[config.mk]
export PLATFORM = sky130hd
export DESIGN_NAME = md_issue_ctrl
export DESIGN_NICKNAME = d
export VERILOG_FILES = /design/src/rtl/md_issue_ctrl.sv
export SDC_FILE = /design/constraint.sdc
export NUM_CORES = 1
export LEC_CHECK = 0
export ABC_AREA = 1
export ABC_CLOCK_PERIOD_IN_PS = 4190
export BUFFER_PORTS_ARGS = -buffer_cell sky130_fd_sc_hd__buf_2
export CORE_UTILIZATION = 40
export DETAILED_ROUTE_END_ITERATION = 8
export PLACE_DENSITY = 0.73
export SKIP_LAST_GASP = 1
export SLEW_MARGIN = 10
export SYNTH_ARGS = -nofsm -noshare
export SYNTH_HDL_FRONTEND = slang
export SYNTH_SLANG_ARGS = --single-unit
[constraint.sdc]
create_clock -name clock -period 4.19 [get_ports clock]
set_clock_uncertainty 0.05 [all_clocks]
set_input_delay 0.6285 -clock clock [delete_from_list [all_inputs] [get_ports clock]]
set_output_delay 0.6285 -clock clock [all_outputs]
set_load 0.01 [all_outputs]
[src/rtl/md_issue_ctrl.sv]
// Issue controller for the multiply/divide unit: latches the request, pulses the start,
// stalls the pipeline until the result or a timeout arrives, then writes back once.
module md_issue_ctrl #(
  parameter int TIMEOUT         = 40,
  parameter int RSTATUS_REG     = 30,
  parameter int RSTATUS_MULT    = 4,
  parameter int RSTATUS_DIV     = 5,
  parameter int RSTATUS_TIMEOUT = 6
) (
  input  logic        clock,
  input  logic        reset,
  input  logic        req_mult,
  input  logic        req_div,
  input  logic [31:0] opA,
  input  logic [31:0] opB,
  input  logic [4:0]  dest,
  input  logic [31:0] md_result,
  input  logic        md_exception,
  input  logic        md_resultRDY,
  output logic [31:0] md_operandA,
  output logic [31:0] md_operandB,
  output logic        ctrl_MULT,
  output logic        ctrl_DIV,
  output logic        stall,
  output logic        wb_valid,
  output logic [4:0]  wb_reg,
  output logic [31:0] wb_data,
  output logic        md_timeout
);

  localparam int CW = $clog2(TIMEOUT + 1);

  typedef enum logic [1:0] {S_IDLE, S_ISSUE, S_WAIT, S_DONE} state_t;

  state_t        state_q, state_d;
  logic [CW-1:0] cnt_q, cnt_d;
  logic [31:0]   opa_q, opa_d;
  logic [31:0]   opb_q, opb_d;
  logic [4:0]    dest_q, dest_d;
  logic          mult_q, mult_d;
  logic [31:0]   res_q, res_d;
  logic          exc_q, exc_d;
  logic          tmo_q, tmo_d;

  always_ff @(posedge clock or posedge reset) begin
    if (reset) begin
      state_q <= S_IDLE;
      cnt_q   <= '0;
      opa_q   <= '0;
      opb_q   <= '0;
      dest_q  <= '0;
      mult_q  <= 1'b0;
      res_q   <= '0;
      exc_q   <= 1'b0;
      tmo_q   <= 1'b0;
    end else begin
      state_q <= state_d;
      cnt_q   <= cnt_d;
      opa_q   <= opa_d;
      opb_q   <= opb_d;
      dest_q  <= dest_d;
      mult_q  <= mult_d;
      res_q   <= res_d;
      exc_q   <= exc_d;
      tmo_q   <= tmo_d;
    end
  end

  always_comb begin
    state_d    = state_q;
    cnt_d      = cnt_q;
    opa_d      = opa_q;
    opb_d      = opb_q;
    dest_d     = dest_q;
    mult_d     = mult_q;
    res_d      = res_q;
    exc_d      = exc_q;
    tmo_d      = tmo_q;
    ctrl_MULT  = 1'b0;
    ctrl_DIV   = 1'b0;
    stall      = 1'b0;
    wb_valid   = 1'b0;
    wb_reg     = '0;
    wb_data    = '0;
    md_timeout = 1'b0;

    case (state_q)
      S_IDLE: begin
        if (req_mult || req_div) begin
          opa_d   = opA;
          opb_d   = opB;
          dest_d  = dest;
          mult_d  = req_mult;
          stall   = 1'b1;
          state_d = S_ISSUE;
        end
      end
      S_ISSUE: begin
        // ready may still be high from the previous op, so it is not looked at here
        ctrl_MULT = mult_q;
        ctrl_DIV  = !mult_q;
        stall     = 1'b1;
        cnt_d     = '0;
        state_d   = S_WAIT;
      end
      S_WAIT: begin
        stall = 1'b1;
        cnt_d = cnt_q + CW'(1);
        if (md_resultRDY) begin
          res_d   = md_result;
          exc_d   = md_exception;
          tmo_d   = 1'b0;
          state_d = S_DONE;
        end else if (cnt_q == CW'(TIMEOUT - 1)) begin
          exc_d   = 1'b0;
          tmo_d   = 1'b1;
          state_d = S_DONE;
        end
      end
      S_DONE: begin
        if (tmo_q) begin
          wb_valid   = 1'b1;
          wb_reg     = 5'(RSTATUS_REG);
          wb_data    = 32'(RSTATUS_TIMEOUT);
          md_timeout = 1'b1;
        end else if (exc_q) begin
          wb_valid = 1'b1;
          wb_reg   = 5'(RSTATUS_REG);
          wb_data  = mult_q ? 32'(RSTATUS_MULT) : 32'(RSTATUS_DIV);
        end else begin
          wb_valid = (dest_q != 5'd0);
          wb_reg   = dest_q;
          wb_data  = res_q;
        end
        cnt_d   = '0;
        state_d = S_IDLE;
      end
      default: state_d = S_IDLE;
    endcase
  end

  assign md_operandA = opa_q;
  assign md_operandB = opb_q;

endmodule

==> run_results.csv, run 1 <==
group,metric,value,unit
status,status,"complete, but fails checks",
status,violations,"DRC",
clock_tree,clock_sinks,112,
sta,rsz0062_at_grt,"no",
sta,whs,0.320,ns
yosys,synth_top_area_share,57.9,%
cells_and_area,synthToLayoutAreaGrowth,28.4,%
critical_path,arrival,2.07,ns
cells_and_area,drive_gt1_share,31.4,%
clock_tree,cts_setup_buffers,0,
yosys,yosysTopAreaCell,"dfrtp_1",
yosys,synth_nets,670,
clock_tree,cts_root_buf,"clkbuf_16",
route,wire_per_inst,12.1,um
yosys,synth_cells,557,
clock_tree,clk_pin_slew,0.07,ns
sta,hold_viol,0,
route,antenna_left,0,
floorplanning,initial_utilization,41.7,%
critical_path,required,3.51,ns
critical_path,critPathMaxFanout,30,
cells_and_area,antenna_cells_inserted,0,
run,max-cap-violations,0,
clock_tree,htree_levels,3,
clock_tree,clock_latency,0.34,ns
placement,dpl.hpwl,8.19,mm
floorplanning,die-area,0.0125,mm^2
critical_path,setup.worst_path.class,"reg -> out",
clock_tree,numCtsBuffers,9,
yosys,syn_area,0.00484,mm^2
sta,setup_viol,0,
cells_and_area,fill_cells,1119,
power,leakage,3.64,nW
placement,io_buffers,212,
power,power,4.42,mW
route,vias,3983,
sta,worst_pin_slew,1.08,ns
route,drtIter0Drc,214,
sta,setup_tns,0,ns
yosys,ys_seq_elements,112,
sta,relSlewSlack,28.2,%
route,avgViaCountPerCell,4.39,
yosys,ys_top_cells_by_area,"dfrtp_1 58%, o21ai_0 9.8%, nand2_1 9.2%, inv_1 9.1%, nor2_1 3.6%",
floorplanning,io_pins,213,
yosys,ys_seq_area_share,57.9,%
sta,period_share,65.7,%
clock_tree,cts_tree,"yes",
cells_and_area,nets,873,
global_routing,grt.overflow.total,0,
floorplanning,rows,39,
yosys,ys.warnings.count,0,
route,wirelength,11.0,mm
clock_tree,clock_path_buffers,2,
critical_path,reg2reg_from,"state_q[0]$_DFFE_PP0P_",
global_routing,grt_pass1_vias,3881,
global_routing,grt_max_degree,83,
route,post-route-drc-count,18,
worst_hold_path,hp-class,"in -> async",
critical_path,crit_path_start,"exc_q$_DFFE_PP0P_",
sta,fin_crit,2.75,ns
yosys,avgSynthCellArea,8.68,um^2
route,drtPass1Iterations,6,
sta,max_clock_freq,363,MHz
placement,dpl.cell_count,892,
power,power_density,712,mW/mm^2
floorplanning,die_y,112,um
global_routing,grt_antenna_before_repair,1,
sta,report.final.slew_viol_count,0,
yosys,ys_types,24,
power,vdd_ir_drop_max,0.305,mV
clock_tree,hold_buffers,0,
clock_tree,cts_resized,0,
critical_path,critPathCaptureType,"primary output",
floorplanning,die_w,112,um
global_routing,grt_pass1_wl,18.1,mm
cells_and_area,layout.cells.non_filler,908,
critical_path,worstSetupStartpointType,"flop",
floorplanning,core_area,0.0116,mm^2
placement,place.gp.congestion,0.766,
global_routing,grt_use_total,18.4,%
state kept, by name, summed over array words and instances, names as in the netlist:
register	count
tmo_q	1
res_q	32
md_operandB	32
dest_q	5
state_q	2
md_operandA	32
mult_q	1
exc_q	1
cnt_q	6
kinds of logic (layout without fill, tap and decap cells):
group / count (synthesis) / in the layout / synth area share (%)
buf+inv: 142 / 350 / 13.3
xor+xnor: 1 / 1 / 0.181
fa+ha+maj: 6 / 6 / 1.55
compound gates: 118 / 118 / 12.7
simple gates: 178 / 178 / 14.3
flops: 112 / 112 / 57.9
worst paths after layout:
path	to	slack (ns)	cells past startpoint
max in group asynchronous	cnt_q[4]$_DFFE_PP0P_	2.84	3
max reg2reg	res_q[5]$_DFFE_PP0P_	1.91	7
max	wb_data[25]	1.44	4
min	md_operandB[31]$_DFFE_PP0P_	0.32	2
min in group clock	md_operandB[6]$_DFFE_PP0P_	0.43	2
min reg2reg	md_operandB[6]$_DFFE_PP0P_	0.43	2
per-layer routing:
layer / global-route usage (%) / routed length (um) / vias to the layer above
met5: 0 / 13 / -
met2: 29.6 / 4900 / 169
li1: - / - / 2086
met1: 23.5 / 4930 / 1712
met3: 5.33 / 1020 / 14
met4: 7.20 / 152 / 2
critical path, stage by stage, from the launching register on:
cell     delay [ns]
dfrtp_1        0.44
nor2_2         0.23
nand2_1        0.60
nor2_1         0.29
buf_2          0.17
cell usage after synthesis:
master / number
nand3_1: 4
dfrtp_1: 112
buf_12: 1
clkbuf_1: 8
a21oi_1: 16
o21ai_2: 4
o21ai_0: 95
nand2_1: 119
nor2_1: 46
a211oi_1: 1
xor2_1: 1
or2_2: 1
a21o_1: 1
buf_4: 1
clkbuf_8: 7
o31ai_1: 1
buf_2: 6
inv_1: 117
nor3_1: 3
nand4_1: 3
nor2_2: 1
buf_6: 2
and3_1: 1
ha_1: 6
power by group:
| part | leakage [nW] | switching [mW] | internal, mW | total (mW) |
|---|---|---|---|---|
| sequential | 1.38 | 0.235 | 1.59 | 1.83 |
| clock | 0.149 | 0.372 | 0.452 | 0.824 |
| combinational | 2.11 | 1.11 | 0.661 | 1.77 |
cells in the final DEF, fill, tap and decap left out, types with 5 or more instances in the layout:
master,synthesis,routed
inv_1,117,116
ha_1,6,6
buf_2,6,212
nand2_1,119,119
a21oi_1,16,16
buf_4,1,5
nor2_1,46,46
dfrtp_1,112,112
clkbuf_16,0,9
o21ai_0,95,95
layout make-up:
class	count	area [um^2]	share of cell area (%)
Multi-Input combinational cell	303	1400	22.5
Sequential cell	112	2800	45.1
Tap cell	143	179	2.88
Clock inverter	4	27.5	0.443
Clock buffer	12	267	4.29
Timing Repair Buffer	217	1100	17.7
Inverter	117	442	7.11
stage by stage:
stage	cell area, um^2	setup WS [ns]	util (%)
after global placement	5920	1.80	51.0
after detailed placement	5920	1.81	51.0
after global routing	6210	1.26	53.5
after floorplan	4840	0.552	-
after CTS	6210	1.43	53.5
final	6210	1.44	53.5
No activity file was read; power rests on OpenSTA's default activity.
==> run 2: changes to the inputs <==
Settings changed: ABC_AREA 1 to 0, ABC_CLOCK_PERIOD_IN_PS 4190 to 2300, PLACE_DENSITY 0.73 to 0.76.
Clock period 4.19 ns to 2.3 ns, I/O delays scaled along.
==> run 2 against run 1 <==
Against the previous run:
- the flow still finishes with violations (DRC)
- via count decreased by 17%
- sequential cell count unchanged
- clock power increased by 87%
- wire length decreased by 6.7%
- utilization increased by 0.95 points
- non-clock buffer count increased by 1
- final area increased by 0.93%
- first-iteration DRC count decreased by 64%
- global-route usage decreased by 0.67 points
- worst hold slack got worse by 0.30 ns
- clock-buffer cell count decreased by 2
- critical endpoint is now wb_data[9]
- largest power group is now combinational logic
==> run_results.csv, run 2 <==
group,metric,value,unit
route,drtPass1Iterations,7,
floorplanning,die-area,0.0123,mm^2
route,post-route-drc-count,32,
global_routing,grt_max_degree,58,
global_routing,grt_antenna_before_repair,0,
cells_and_area,synthToLayoutAreaGrowth,32.0,%
yosys,avgSynthCellArea,14.3,um^2
placement,place.gp.congestion,0.798,
yosys,syn_area,0.00475,mm^2
yosys,synthFlopType,"dfrtp_1",
global_routing,grt_pass1_wl,17.2,mm
floorplanning,rows,39,
power,power,8.69,mW
yosys,yosysTopAreaCell,"dfrtp_1",
critical_path,reg2reg_from,"state_q[0]$_DFFE_PP0P_",
global_routing,grt.overflow.total,0,
sta,whs,0.0238,ns
status,status,"complete, but fails checks",
clock_tree,clk_pin_slew,0.07,ns
route,vias,3298,
route,drtIter0Drc,77,
clock_tree,clock_latency,0.34,ns
floorplanning,io_pins,213,
sta,worst_pin_slew,0.666,ns
critical_path,arrival,1.75,ns
clock_tree,cts_root_buf,"clkbuf_16",
sta,relSlewSlack,55.6,%
power,vdd_ir_drop_max,0.736,mV
worst_hold_path,hp-class,"in -> async",
yosys,ys_seq_elements,112,
critical_path,critPathMaxFanout,15,
clock_tree,cts_tree,"yes",
placement,dpl_cell_area,0.00593,mm^2
cells_and_area,final_cell_mix,"212 x buf_2, 112 x dfrtp_1, 93 x mux2_2",
sta,setup_viol,0,
floorplanning,die_y,111,um
cells_and_area,antenna_cells_inserted,0,
power,leakage,3.17,nW
global_routing,grt_use_total,17.7,%
clock_tree,clock_path_buffers,2,
yosys,yosys.cell_count.top_type,"dfrtp_1",
run,max-cap-violations,0,
clock_tree,numCtsBuffers,9,
critical_path,setup.worst_path.class,"reg -> out",
yosys,synth_top_area_share,59.0,%
floorplanning,core_area,0.0115,mm^2
floorplanning,die_w,111,um
yosys,ys_types,37,
critical_path,critPathCaptureType,"primary output",
cells_and_area,layout_commonest_cell,"buf_2",
route,avgViaCountPerCell,4.75,
yosys,ys.warnings.count,0,
sta,rsz0062_at_grt,"no",
route,antenna_left,0,
critical_path,crit_path_start,"tmo_q$_DFFE_PP0P_",
yosys,synth_nets,445,
yosys,synth_cells,332,
critical_path,worstSetupStartpointType,"flop",
yosys,ys_top_cells_by_area,"dfrtp_1 59%, mux2_2 22%, and2_2 4.3%, buf_6 1.9%, mux2_1 1.9%",
cells_and_area,finish.instance_area,0.00627,mm^2
yosys,ys_seq_area_share,59.0,%
sta,setup_tns,0,ns
route,wirelength,10.3,mm
power,power_density,1390,mW/mm^2
status,violations,"DRC",
cells_and_area,drive_gt1_share,65.2,%
yosys,synthArstFlopShare,100,%
yosys,synth_edf_count,0,
placement,io_buffers,212,
cells_and_area,fill_cells,998,
sta,report.final.slew_viol_count,0,
critical_path,required,1.90,ns
yosys,synth_common_cells,"112 x dfrtp_1, 93 x mux2_2, 27 x and2_2, 20 x nor2_1",
global_routing,grt_pass1_vias,3569,
clock_tree,clock_sinks,112,
placement,dpl.hpwl,7.77,mm
clock_tree,htree_levels,3,
sta,period_share,93.2,%
floorplanning,initial_utilization,41.2,%
sta,hold_viol,0,
route,wire_per_inst,14.8,um
sta,fin_crit,2.14,ns
clock_tree,hold_buffers,0,
sta,max_clock_freq,467,MHz
cells_and_area,nets,660,
run 2: metrics by stage:
step           std cells  setup WS, ns  utilization [%]
3_3_place_gp         677         0.298             51.5
6_report             695         0.156             54.4
4_1_cts              695        0.0429             54.4
5_1_grt              695        0.0235             54.4
3_5_place_dp         677         0.146             51.5
2_1_floorplan        332         0.423                -
run 2: cell families after synthesis:
family          share of synthesized area [%]
buf+inv                                  3.48
xor+xnor                                0.738
flops                                    59.0
mux                                      24.4
simple gates                             9.11
compound gates                           1.71
fa+ha+maj                                1.58
run 2: routing by layer:
| layer | wire, um | track usage [%] | vias up |
|---|---|---|---|
| met5 | 0 | 0 | - |
| met4 | 142 | 7.12 | 0 |
| met3 | 949 | 5.47 | 11 |
| met2 | 5010 | 30.1 | 148 |
| met1 | 4180 | 20.9 | 1576 |
| li1 | - | - | 1563 |
run 2: path summary, 6_finish.rpt:
| kind | end | slack, ns | cells past startpoint |
|---|---|---|---|
| max | wb_data[9] | 0.16 | 4 |
| min | md_operandB[10]$_DFFE_PP0P_ | 0.02 | 3 |
| max reg2reg | md_operandB[28]$_DFFE_PP0P_ | 0.46 | 5 |
| min reg2reg | md_operandB[9]$_DFFE_PP0P_ | 0.45 | 1 |
| max in group asynchronous | md_operandA[23]$_DFFE_PP0P_ | 1.56 | 3 |
| min in group clock | md_operandA[30]$_DFFE_PP0P_ | 0.16 | 2 |
run 2: area by class of cell:
| type | instances | area [um^2] | share of cell area, % |
|---|---|---|---|
| Clock buffer | 10 | 229 | 3.65 |
| Clock inverter | 6 | 70.1 | 1.12 |
| Inverter | 8 | 36.3 | 0.579 |
| Multi-Input combinational cell | 198 | 1800 | 28.7 |
| Sequential cell | 112 | 2800 | 44.7 |
| Tap cell | 143 | 179 | 2.85 |
| Timing Repair Buffer | 218 | 1160 | 18.4 |
run 2: timing repair:
item	4_1_cts	5_1_grt
cloned	1	0
setup endpoints to repair	31	17
pin swaps	1	0
setup buffers	1	0
resized for setup	3	2
run 2: critical path, stage by stage, from the launching register on:
cell and delay (ns):
dfrtp_1 0.43, or2_1 0.39, nor2_4 0.29, and2_2 0.18, buf_2 0.12
run 2: power by group:
part	total, mW	switching, mW	leakage (nW)	internal, mW
Sequential	3.48	0.523	1.33	2.96
Combinational	3.67	1.73	1.69	1.94
Clock	1.54	0.693	0.147	0.851
Total	8.69	2.95	3.17	5.75
